`src/rtl/mant_mul_pkg.sv`:
```
// Shared types and constants for the sequential mantissa multiplier.
package mant_mul_pkg;

  localparam int unsigned DIG_W = 6;
  localparam int unsigned PP_W  = 12;

  typedef enum logic [1:0] {
    IDLE = 2'd0,
    RUN  = 2'd1,
    DONE = 2'd2
  } state_e;

  // Weight of a digit-pair partial product inside the accumulator.
  function automatic int unsigned dig_shift(input int unsigned i, input int unsigned j);
    return DIG_W * (i + j);
  endfunction

endpackage

```
`src/rtl/vedic6.sv`:
```
// 6x6 unsigned multiplier built from four 3x3 vertical/crosswise products.
module vedic6 (
  input  logic [5:0]  i_a,
  input  logic [5:0]  i_b,
  output logic [11:0] o_p_c
);

  logic [5:0] w_ll;
  logic [5:0] w_lh;
  logic [5:0] w_hl;
  logic [5:0] w_hh;

  assign w_ll = 6'(i_a[2:0]) * 6'(i_b[2:0]);
  assign w_lh = 6'(i_a[2:0]) * 6'(i_b[5:3]);
  assign w_hl = 6'(i_a[5:3]) * 6'(i_b[2:0]);
  assign w_hh = 6'(i_a[5:3]) * 6'(i_b[5:3]);

  assign o_p_c = (12'(w_hh) << 6) + ((12'(w_hl) + 12'(w_lh)) << 3) + 12'(w_ll);

endmodule

```
`src/rtl/mant_mul_seq.sv`:
```
// Multi-cycle WIDTH x WIDTH mantissa multiplier sharing one vedic6 across digit pairs.
// Optional MANT_MUL_ZERO_SKIP_EN: zero operands bypass RUN and complete immediately.
module mant_mul_seq
  import mant_mul_pkg::*;
#(
  parameter  int unsigned NDIG  = 4,
  localparam int unsigned WIDTH = DIG_W * NDIG
) (
  input  logic               clk,
  input  logic               rst,
  input  logic               in_valid,
  output logic               in_ready,
  input  logic [WIDTH-1:0]   a,
  input  logic [WIDTH-1:0]   b,
  output logic               out_valid,
  input  logic               out_ready,
  output logic [2*WIDTH-1:0] p,
  output logic               busy
);

  localparam int unsigned ACC_W  = 2 * WIDTH;
  localparam int unsigned NSTEP  = NDIG * NDIG;
  localparam int unsigned STEP_W = $clog2(NSTEP + 1);

  state_e               r_state;
  state_e               w_state_nxt;
  logic [STEP_W-1:0]    r_step;
  logic [ACC_W-1:0]     r_acc;
  logic [WIDTH-1:0]     r_a;
  logic [WIDTH-1:0]     r_b;
  logic                 r_in_ready;
  logic                 r_out_valid;
  logic                 r_busy;

  logic                 w_accept;
  logic                 w_last;
  int unsigned          w_i;
  int unsigned          w_j;
  logic [DIG_W-1:0]     w_dig_a;
  logic [DIG_W-1:0]     w_dig_b;
  logic [PP_W-1:0]      w_pp;

  // Digit selection: j (digit of b) is the inner loop.
  always_comb begin
    w_i     = 32'(r_step) / NDIG;
    w_j     = 32'(r_step) % NDIG;
    w_dig_a = DIG_W'(r_a >> (DIG_W * w_i));
    w_dig_b = DIG_W'(r_b >> (DIG_W * w_j));
  end

  vedic6 u_vedic6 (
    .i_a   (w_dig_a),
    .i_b   (w_dig_b),
    .o_p_c (w_pp)
  );

  assign w_last = (r_step == STEP_W'(NSTEP - 1));

  always_comb begin
    w_state_nxt = r_state;
    w_accept    = 1'b0;
    case (r_state)
      IDLE: begin
        if (in_valid) begin
          w_accept = 1'b1;
`ifdef MANT_MUL_ZERO_SKIP_EN
          w_state_nxt = ((a == '0) || (b == '0)) ? DONE : RUN;
`else
          w_state_nxt = RUN;
`endif
        end
      end
      RUN: begin
        if (w_last) w_state_nxt = DONE;
      end
      DONE: begin
        if (out_ready) w_state_nxt = IDLE;
      end
      default: w_state_nxt = IDLE;
    endcase
  end

  // State, datapath and registered status flags.
  always_ff @(posedge clk) begin
    if (rst) begin
      r_state     <= IDLE;
      r_step      <= '0;
      r_acc       <= '0;
      r_a         <= '0;
      r_b         <= '0;
      r_in_ready  <= 1'b1;
      r_out_valid <= 1'b0;
      r_busy      <= 1'b0;
    end else begin
      r_state     <= w_state_nxt;
      r_in_ready  <= (w_state_nxt == IDLE);
      r_out_valid <= (w_state_nxt == DONE);
      r_busy      <= (w_state_nxt == RUN);
      if (w_accept) begin
        r_a    <= a;
        r_b    <= b;
        r_acc  <= '0;
        r_step <= '0;
      end else if (r_state == RUN) begin
        r_acc  <= r_acc + (ACC_W'(w_pp) << dig_shift(w_i, w_j));
        r_step <= w_last ? '0 : r_step + STEP_W'(1);
      end
    end
  end

  assign in_ready  = r_in_ready;
  assign out_valid = r_out_valid;
  assign busy      = r_busy;
  assign p         = r_acc;

endmodule
```
`config.mk`:
```
export PLATFORM = sky130hd
export DESIGN_NAME = mant_mul_seq
export DESIGN_NICKNAME = d
export VERILOG_FILES = /design/src/rtl/mant_mul_pkg.sv /design/src/rtl/vedic6.sv /design/src/rtl/mant_mul_seq.sv
export SDC_FILE = /design/constraint.sdc
export NUM_CORES = 1
export LEC_CHECK = 0
export ABC_CLOCK_PERIOD_IN_PS = 8320
export BUFFER_PORTS_ARGS = -buffer_cell sky130_fd_sc_hd__clkbuf_2
export CELL_PAD_IN_SITES_DETAIL_PLACEMENT = 0
export CELL_PAD_IN_SITES_GLOBAL_PLACEMENT = 2
export CORE_AREA = 2 2 208 148
export DETAILED_ROUTE_END_ITERATION = 12
export DIE_AREA = 0 0 210 150
export HOLD_SLACK_MARGIN = 0.1
export PLACE_DENSITY_LB_ADDON = 0.3
export SLEW_MARGIN = 25
export SYNTH_ARGS = -nofsm -noshare
export SYNTH_HDL_FRONTEND = slang
export SYNTH_SLANG_ARGS = --single-unit
export TNS_END_PERCENT = 50
```
`constraint.sdc`:
```
create_clock -name clk -period 8.32 [get_ports clk]
set_clock_uncertainty 0.1 [all_clocks]
set_input_delay 0.416 -clock clk [delete_from_list [all_inputs] [get_ports clk]]
set_output_delay 0.416 -clock clk [all_outputs]
set_load 0.02 [all_outputs]
```
# --- Yosys cells after proc, flatten, opt, wreduce, memory -nomap -nowiden ---
# Index checks and enable logic that the tools add are counted.
word_totals:
  wordCells: 39
  reg_bits: 106
op_classes:
  n_reduce_logical: 3
  mul: 7
  n_eq_ne: 5
  mux: 7
  n_shift: 3
  addsub: 6
ops:
  columns: ["operator", "count"]
  rows:
  - ["48-bit adder", 1]
  - ["12-bit by 7-bit left shift with 48-bit output", 1]
  - ["3-bit by 3-bit multiplier with 6-bit output", 4]
  - ["24-bit by 5-bit right shift with 6-bit output", 1]
  - ["24-bit by 6-bit right shift with 6-bit output", 1]
  - ["12-bit adder", 1]
  - ["12-bit by 6-bit adder with 12-bit output", 1]
  - ["6-bit by 6-bit adder with 7-bit output", 1]
  - ["2-bit by 4-bit multiplier with 6-bit output (first input constant)", 1]
  - ["2-bit two-way mux", 3]
  - ["2-bit case mux with 3 select lines", 1]
  - ["5-bit by 1-bit adder with 5-bit output (second input constant)", 1]
  - ["5-bit by 4-bit equality test with 1-bit output (second input constant)", 1]
  - ["2-bit by 3-bit multiplier with 5-bit output (first input constant)", 1]
  - ["5-bit two-way mux", 1]
  - ["3-bit by 2-bit adder with 4-bit output", 1]
  - ["2-bit by 1-bit equality test with 1-bit output (second input constant)", 2]
  - ["2-bit equality test (second input constant)", 2]
  - ["2-bit zero test", 2]
  - ["2-bit by 2-bit multiplier with 4-bit output (first input constant)", 1]
  - ["1-bit two-way mux", 2]
  - ["2-bit OR reduction", 1]

# --- Logic depth before layout (Yosys ltp) ---
# Gate-level depths: netlist (run 1).
logic_depth:
  word_depth: 8
  depth_mapped: 38
  depth_no_buf: 36

# --- By module ---
# From an unflattened synthesis (run 1), not the netlist that was laid out.
unflattened:
  hier_cells: 1204
  area_unflattened_um2: 9024.9
by_module_without_submodules:
  columns: ["mod", "seq_area_each_um2", "n_inst", "area_per_inst_um2", "cells_each"]
  rows:
  - ["mant_mul_seq", 2122.0, 1, 7826.3, 1072]
  - ["vedic6", 0.0, 1, 1198.6, 132]

# --- Worst setup path before layout (run 1) ---
# No wires, ideal clock.
synth_path:
  path_type: "flip-flop to flip-flop"
  from: "register r_step[1]"
  to: "register r_acc[46], in the netlist p[46]"
  arrival_time_ps: 8034
  path_stages_with_launch: 36
  n_path_buf: 1
  setup_slack_ps: 67
  period_less_slack_ps: 8253
  required_time_ps: 8100
  path_cell_list: "dfxtp_1 -> buf_1 -> mux2_2 -> o21ai_0 -> or2_2 -> fa_1 -> fa_1 -> inv_1 -> fa_1 -> ha_1 -> fa_1 -> xor2_1 -> ha_1 -> ha_1 -> inv_1 -> o21bai_1 -> a21o_1 -> a21oi_1 -> xnor2_1 -> mux2_2 -> nor2_1 -> a21oi_1 -> a21oi_1 -> nor2_1 -> ha_1 -> and3_1 -> nand2_1 -> or2_0 -> a21oi_2 -> o211ai_2 -> a2111oi_4 -> o31a_4 -> o2111ai_2 -> a21oi_2 -> xnor2_1 -> o21ai_1"
synth_via:
  elab_chain_len: 8
  word_cells_on_any_way: 13
  cone_classes: "add/sub: 5; mul: 6; shift: 2"
synth_lines:
  columns: ["item", "line", "rtl"]
  rows:
  - ["from (decl)", "mant_mul_seq.sv:27", "logic [STEP_W-1:0] r_step;"]
  - ["from (signal assigned)", "mant_mul_seq.sv:106", "r_step <= w_last ? '0 : r_step + STEP_W'(1);"]
  - ["2-bit by 2-bit multiplier with 4-bit output", "mant_mul_seq.sv:48", "w_dig_b = DIG_W'(r_b >> (DIG_W * w_j));"]
  - ["24-bit by 5-bit right shift with 6-bit output", "mant_mul_seq.sv:48", null]
  - ["3-bit by 3-bit multiplier with 6-bit output (on tied branches)", "vedic6.sv:15, vedic6.sv:14", null]
  - ["6-bit by 6-bit adder with 7-bit output", "vedic6.sv:18", "assign o_p_c = (12'(w_hh) << 6) + ((12'(w_hl) + 12'(w_lh)) << 3) + 12'(w_ll);"]
  - ["12-bit adder", "vedic6.sv:18", null]
  - ["12-bit by 6-bit adder with 12-bit output", "vedic6.sv:18", null]
  - ["12-bit by 7-bit left shift with 48-bit output (*)", "mant_mul_seq.sv:105", "r_acc <= r_acc + (ACC_W'(w_pp) << dig_shift(w_i, w_j));"]
  - ["48-bit adder (*)", "mant_mul_seq.sv:105", null]
  - ["to (signal assigned)", "mant_mul_seq.sv:105", null]
  - ["to (decl)", "mant_mul_seq.sv:28", "logic [ACC_W-1:0] r_acc;"]
# Every way passes the cells marked *; elsewhere a longest branch is shown, timed or not.
# A chain may end at the register's enable or synchronous reset.

# --- Worst setup path in the final report (run 1) ---
# Ends and elaborated chain as after synthesis.

==> impl_results.md, run 1 <==
- Crit path top cell by count: a21oi_2
- Area added between synthesis and finish: 23.8%
- Non-Filler Instances: 1708
- DRC: 0
- Largest fanout on the critical path: 13
- First drt pass iteration count: 5
- DIE AREA: 31500 um^2
- Final setup vio count: 0
- Post-Syn Instances: between 1000 and 1500
- Yosys Warn Count: 0
- H-tree depth: 3
- Clock sink total: about 110
- CTS tree: yes
- CP Capture Type: register
- Pint: 834 uW
- Total power draw: 1250 uW
- Grt total ovfl: 0
- Cell Pwr Density: 115 nW/um^2
- Antenna violations before repair: 0
- 1st-iter DRT viols: around 650
- Fmax: 125 MHz
- Worst hold path class: in -> reg
- Skew-Pair Late Insertion Delay: 0.39 ns
- Syn_nets: between 1000 and 1500
- Fin. Hold Viols: 0
- Setup WS post-layout: approximately 0.31 ns
- Post-synthesis cell type count: 62
- CORE AREA: 29600 um^2
- Outcome: finished clean
- Synthesized flop and latch total: 106
- Crit Path Class: reg -> reg
- Critical-path top delay cell: fa_1
- Critical Path RT: 8.49 ns
- P_leak: roughly 0.0050 uW
- Detail Route Antenna Nets: 0
- Hold slack: 0.141 ns
- Total CTS buffers: 9
- Switching share of power: 33.2%
- Post-synthesis sequential area ratio: 24.3%
- Area of the multi-input gates: 6510 um^2
- HPWL after DPL: 21900 um
- IO buf count: 102
- Worst rel slew slack: about 38%
- Routability cong.: 0.898
- P_sw: 415 uW
- Routed vias/inst: 4.99
- Sequential cell area: 2120 um^2
- Pin count of the biggest net entering global routing: between 50 and 60
- Actual slew at the worst max-slew pin: 0.924 ns
- First-pass GRT wire length: 44900 um
- Inst Count DP: about 1700
- EDFF count, synth: 0
- Share of layout cells above drive strength 1: 22.6%
- Worst setup SP type: register
- Initial Util: 29.5%
- Nets@finish: 1476
- Syn_area_per_cell: around 7.5 um^2
- Clock-pin transition on the worst setup and hold timing paths: 0.10 ns
- VDD IR-drop max: 0.0835 mV
- Worst-case clock buffer depth: 2
- Dominant synthesized flop cell: dfxtp_1
- Reg power frac: 43.0%
- Io pins: 103
- Die Ht: 150 um
- DP Worst Slack: -0.0937 ns
- Post-Route WL: 28300 um
- Slew Viols, Final: 0
- Logic pwr share: 18.4%
- Max_cap viols: 0
- Max incr delay on CP: around 0.55 ns
- Cell area after synthesis: between 8000 and 9000 um^2
- Min cycle time layout: 8.01 ns
- Routed vias: 8524
- Clock Power Share: 38.5%
- Die width: 210 um
- Finished Core Util: 36.5%
- Arrival time at the worst endpoint: between 8 and 9 ns
- GRT Util Overall: 18.2%
- Clock root cell: clkbuf_16
- Period utilisation layout: between 90 and 100%
- CTS Hold Bufs: 0
- Filler cells: 3136
- Vias in the first global route: a little over 8000
- Site row count: 53
- Diodes inserted: 0
- WL per Instance: 16.6 um
- Async SR Flop Fraction: 0%
layer usage:
layer / share of wire, % / global-route usage, % / vias to the layer above
met5: 0 / 0 / -
met4: 0.77 / 3.16 / 0
li1: - / - / 4365
met1: 57 / 29.3 / 3981
met2: 38 / 24.6 / 164
met3: 4.1 / 3.34 / 14
state kept, by name, indices dropped and copies added (netlist names):
name and cells:
p 48, r_a 24, r_b 24, r_step 5
r_state 2, busy 1, in_ready 1, out_valid 1
stage by stage:
| step | setup TNS [ns] | instance area (um^2) |
|---|---|---|
| global placement | 0 | 10200 |
| detailed placement | -0.392 | 10200 |
| finish | 0 | 10800 |
| floorplan | 0 | 8750 |
| global route | -0.145 | 10800 |
| CTS | 0 | 10500 |
final cells by class:
class                      instances  area share, %
multi-input combinational        963           60.1
sequential                       106           19.6
timing repair buffer             197           11.5
tap                              385           4.45
clock buffer                       9           2.08
inverter                          41           1.42
clock inverter                     7          0.820
power groups by stage:
stage	registers (uW)	logic [uW]	clock network, uW
2_1_floorplan	549	136	0
3_3_place_gp	550	222	0
3_5_place_dp	549	221	0
4_1_cts	538	223	497
5_1_grt	540	259	514
6_report	538	230	481
cells by family after synthesis:
| family | Yosys count | synth area share, % |
|---|---|---|
| simple gates | 459 | 23.2 |
| compound gates | 321 | 22.4 |
| fa+ha+maj | 106 | 16.7 |
| flops | 106 | 24.3 |
| buf+inv | 99 | 4.28 |
| xor+xnor | 52 | 5.21 |
| mux | 25 | 3.99 |
worst max-delay path, delay by kind of cell (launching register included):
kind            cells  cell delay (ns)
xor+xnor            3             0.39
mux                 2             0.63
buf+inv             3             0.30
fa+ha+maj           8             2.92
flops               1             0.39
compound gates     13             2.37
simple gates        6             0.82
layout by cell type, fill, tap and decap left out, types with 10 or more instances in the layout:
cell type | netlist | final
inv_1 | 40 | 39
xnor2_1 | 35 | 33
nand3_1 | 34 | 32
fa_1 | 18 | 17
o21ai_1 | 9 | 14
and3_1 | 10 | 10
nand2_1 | 215 | 213
clkbuf_2 | 0 | 102
or2_2 | 11 | 10
o21bai_1 | 18 | 16
xor2_1 | 17 | 17
a21oi_1 | 159 | 151
buf_4 | 0 | 93
nor2_1 | 107 | 102
and2_1 | 14 | 13
dfxtp_1 | 106 | 105
a21oi_2 | 2 | 10
o21ai_0 | 35 | 27
a21o_1 | 35 | 35
ha_1 | 88 | 78
nand2b_1 | 19 | 16
nor3_1 | 10 | 10
worst paths after layout:
path	from	endpoint	slack (ns)	cells past startpoint
setup / recovery	r_step[1]	p[46]	0.31	35
hold / removal	b[19]	r_b[19]	0.14	3
setup reg to reg	r_step[1]	p[46]	0.31	35
hold reg to reg	r_b[4]	r_b[4]	0.36	2
repair_timing:
action,4_1_cts,5_1_grt
gates cloned,0,0
gates resized for setup,3,56
setup buffers,1,12
setup endpoints to repair,11,29
pin swaps,1,32
cells in the mapped netlist (11+ instances only):
| cell type | instances | area [um^2] |
|---|---|---|
| a21o_1 | 35 | 263 |
| a21oi_1 | 159 | 796 |
| and2_1 | 14 | 87.6 |
| clkbuf_1 | 48 | 180 |
| dfxtp_1 | 106 | 2120 |
| fa_1 | 18 | 360 |
| ha_1 | 88 | 1100 |
| inv_1 | 40 | 150 |
| nand2_1 | 215 | 807 |
| nand2b_1 | 19 | 119 |
| nand3_1 | 34 | 170 |
| nor2_1 | 107 | 402 |
| o21ai_0 | 35 | 175 |
| o21bai_1 | 18 | 135 |
| or2_2 | 11 | 68.8 |
| xnor2_1 | 35 | 307 |
| xor2_1 | 17 | 149 |
No activity file was read; power rests on OpenSTA's default activity.
==> run 2, diff against run 1 <==
--- a/config.mk
+++ b/config.mk
@@ -11,5 +11,5 @@
 export CELL_PAD_IN_SITES_GLOBAL_PLACEMENT = 2
-export CORE_AREA = 2 2 208 148
+export CORE_AREA = 2 2 211 151
 export DETAILED_ROUTE_END_ITERATION = 12
-export DIE_AREA = 0 0 210 150
+export DIE_AREA = 0 0 213 153
 export HOLD_SLACK_MARGIN = 0.1
@@ -19,2 +19,3 @@
 export SYNTH_HDL_FRONTEND = slang
+export SYNTH_HIERARCHICAL = 1
 export SYNTH_SLANG_ARGS = --single-unit
==> constraint.sdc (replaced) <==
create_clock -name clk -period 8.32 [get_ports clk]
set_clock_uncertainty 0.1 [all_clocks]
set_input_delay 0.832 -clock clk [delete_from_list [all_inputs] [get_ports clk]]
set_output_delay 0.832 -clock clk [all_outputs]
set_load 0.02 [all_outputs]
==> run 2 against run 1 <==
- first-iteration DRC count decreased by 10%
- synthesized cell count up 3.1%
- fmax is 0.76% lower
- register-to-register slack worse by 0.06 ns
- global-route usage up 2.1 points
- core utilization is 4.0 points higher
- clock-buffer cell count unchanged
- sequential power about the same
- clock power about the same
- routed wire length is 17% higher
- die area is 3.5% higher
- via count rose by 11%
- critical endpoint is now p[44]
- highest routed layer unchanged
==> impl_results.md, run 2 <==
- Max_cap viols: 0 (unchanged)
- Cell accounting for the most synthesized area: dfxtp_1
- Post-synthesis sequential area ratio: 23.5% (-0.74 points)
- Site row count: 54 (+1.9%)
- Antenna violations before repair: 0 (unchanged)
- Final setup vio count: 0 (unchanged)
- Io pins: 103 (unchanged)
- Min cycle time layout: 8.07 ns (+0.0610 ns)
- Clock root cell: clkbuf_16
- Diodes inserted: 0 (unchanged)
- Period utilisation layout: 97.0% (+0.73 points)
- WL per Instance: 17.5 um (+5.8%)
- Post-Syn Instances: 1204 (+3.1%)
- Synth top area cells: dfxtp_1 24%, ha_1 12%, nand2_1 9.6%
- Largest fanout on the critical path: 6 (-7)
- Worst hold path class: reg -> reg
- Skew-Pair Late Insertion Delay: 0.39 ns (about the same)
- RSZ-0062 raised after global routing: true
- DRC: 0 (unchanged)
- First drt pass iteration count: 5 (unchanged)
- Clock-pin transition on the worst setup and hold timing paths: 0.09 ns (about the same)
- Routed vias: 9481 (+11%)
- Dominant synthesized flop cell: dfxtp_1
- P_sw: 404 uW (-2.6%)
- Fin. Hold Viols: 0 (unchanged)
- Switching share of power: 32.6% (-0.63 points)
- Die width: 213 um (+1.4%)
- Most frequent cells after synthesis: 232 x nand2_1, 158 x a21oi_1, 106 x dfxtp_1
- Most instantiated library cell after synthesis: nand2_1
- Worst setup SP type: register
- Grt total ovfl: 0 (unchanged)
- Routability cong.: 0.911 (+1.4%)
- Area of the multi-input gates: 7180 um^2 (+10%)
- Post-synthesis cell type count: 67 (+8.1%)
- CORE AREA: 30600 um^2 (+3.3%)
- Pint: 836 uW (+0.22%)
- Syn_nets: 1362 (+2.7%)
- Async SR Flop Fraction: 0% (unchanged)
- Commonest non-fill, non-tap cell in the layout: nand2_1
- Cell area after synthesis: 9020 um^2 (+3.1%)
- Filler cells: 3155 (+0.61%)
- Vias in the first global route: 8875 (+9.9%)
- Max incr delay on CP: 0.57 ns (+0.02 ns)
- Routed vias/inst: 5.03 (+0.78%)
- DIE AREA: 32600 um^2 (+3.5%)
- Commonest non-fill, non-tap cells in the layout: 228 x nand2_1, 208 x buf_4, 138 x a21oi_1
- Arrival time at the worst endpoint: 8.22 ns (+0.04 ns)
- Die Ht: 153 um (+2.0%)
- CTS tree: yes
- Clock sink total: 106 (unchanged)
- Fmax: 124 MHz (-0.76%)
- Critical-path top delay cell: fa_2
- Synthesized flop and latch total: 106 (unchanged)
- Worst rel slew slack: 25.7% (-12 points)
- Share of layout cells above drive strength 1: 32.2% (+9.6 points)
- EDFF count, synth: 0 (unchanged)
- H-tree depth: 3 (unchanged)
- Post-Route WL: 33100 um (+17%)
- Total CTS buffers: 9 (unchanged)
- 1st-iter DRT viols: 580 (-10%)
- Reg power frac: 43.3% (+0.3 points)
- Critical Path RT: 8.47 ns (-0.02 ns)
- Slew Viols, Final: 0 (unchanged)
- Worst-case clock buffer depth: 2 (unchanged)
- First-pass GRT wire length: 51400 um (+15%)
- VDD IR-drop max: 0.0787 mV (-5.7%)
- Yosys Warn Count: 6 (+6)
- Initial Util: 29.5% (-0.031 points)
- GRT Util Overall: 20.3% (+2.1 points)
- Detail Route Antenna Nets: 0 (unchanged)
- Sequential cell area: 2130 um^2 (+0.29%)
- Nets@finish: 1618 (+9.6%)
- Actual slew at the worst max-slew pin: 1.11 ns (+0.190 ns)
- Cell Pwr Density: 99.9 nW/um^2 (-13%)
- Area added between synthesis and finish: 37.5%
- Syn_area_per_cell: 7.50 um^2 (about the same)
- HPWL after DPL: 25700 um (+17%)
- Max reg flops: 48 (unchanged)
- Top cell type's share of synthesized area: 23.5% (-0.74 points)
- Clock Power Share: 38.7% (+0.2 points)
- Logic pwr share: 18.1% (-0.3 points)
- P_leak: 0.00560 uW (+12%)
- IO buf count: 102 (unchanged)
- Crit Path Class: reg -> reg
- Pin count of the biggest net entering global routing: 55 (unchanged)
- CP Capture Type: register
- Hold slack: 0.354 ns (+0.213 ns)
- Total power draw: 1240 uW (-0.71%)
- Outcome: finished clean
[run 2: cell type report]
cell class,count,area share (%)
inverter,35,1.06
clock inverter,7,0.736
sequential,106,17.2
clock buffer,9,1.81
timing repair buffer,315,17.1
tap,420,4.23
multi-input combinational,993,57.9
[run 2: per-stage QoR]
step / TNS (ns) / util (%) / area [um^2] / instances / setup WS (ns)
global route: -0.0846 / 40.6 / 12400 / 1885 / -0.0308
CTS: -0.0183 / 38.0 / 11600 / 1866 / -0.0183
finish: 0 / 40.6 / 12400 / 1885 / 0.250
global placement: -2.70 / 36.8 / 11200 / 1848 / -0.344
detailed placement: -3.41 / 36.8 / 11200 / 1848 / -0.390
floorplan: 0 / - / 9030 / 1204 / 0.0761
[run 2: repair_timing]
item | 4_1_cts | 5_1_grt
resized for setup | 16 | 129
endpoints found under the setup margin | 20 | 32
pin swaps | 3 | 65
hold buffers | 0 | 0
buffers inserted | 2 | 20
[run 2: routing by layer]
metal | global-route usage, % | vias to the layer above | part of all wire, %
li1 | - | 4767 | -
met1 | 34.0 | 4482 | 57
met2 | 26.2 | 211 | 37
met3 | 3.37 | 21 | 5.3
met4 | 3.43 | 0 | 0.99
met5 | 0 | - | 0
[run 2: path summary, 6_finish.rpt]
| check | from | endpoint | slack [ns] | depth (start not counted) |
|---|---|---|---|---|
| max | r_step[2] | p[44] | 0.25 | 32 |
| min | r_b[11] | r_b[11] | 0.35 | 2 |
| max reg2reg | r_step[2] | p[44] | 0.25 | 32 |
| min reg2reg | r_b[11] | r_b[11] | 0.35 | 2 |
[run 2: power groups by stage]
| stage | registers [uW] | clock network (uW) | logic, uW |
|---|---|---|---|
| detailed placement | 549 | 0 | 203 |
| CTS | 537 | 496 | 205 |
| global placement | 550 | 0 | 202 |
| global route | 539 | 512 | 246 |
| floorplan | 546 | 0 | 120 |
| finish | 536 | 480 | 224 |
[run 2: kinds of logic after synthesis]
kind of cell | after synthesis | share of synthesized area (%)
multiplexers | 28 | 4.88
AND/OR/NAND/NOR | 490 | 24.6
flip-flops | 106 | 23.5
XOR/XNOR | 47 | 4.56
buffers and inverters | 105 | 4.39
adder cells (fa/ha/maj) | 106 | 16.2
AO/OA/AOI/OAI | 322 | 21.8
[run 2: critical path, delay by kind of cell, from the launching register on]
family	cells	cell delay, ns
compound gates	10	2.16
flops	1	0.40
simple gates	7	0.98
fa+ha+maj	8	2.95
mux	2	0.82
buf+inv	3	0.23
xor+xnor	2	0.32
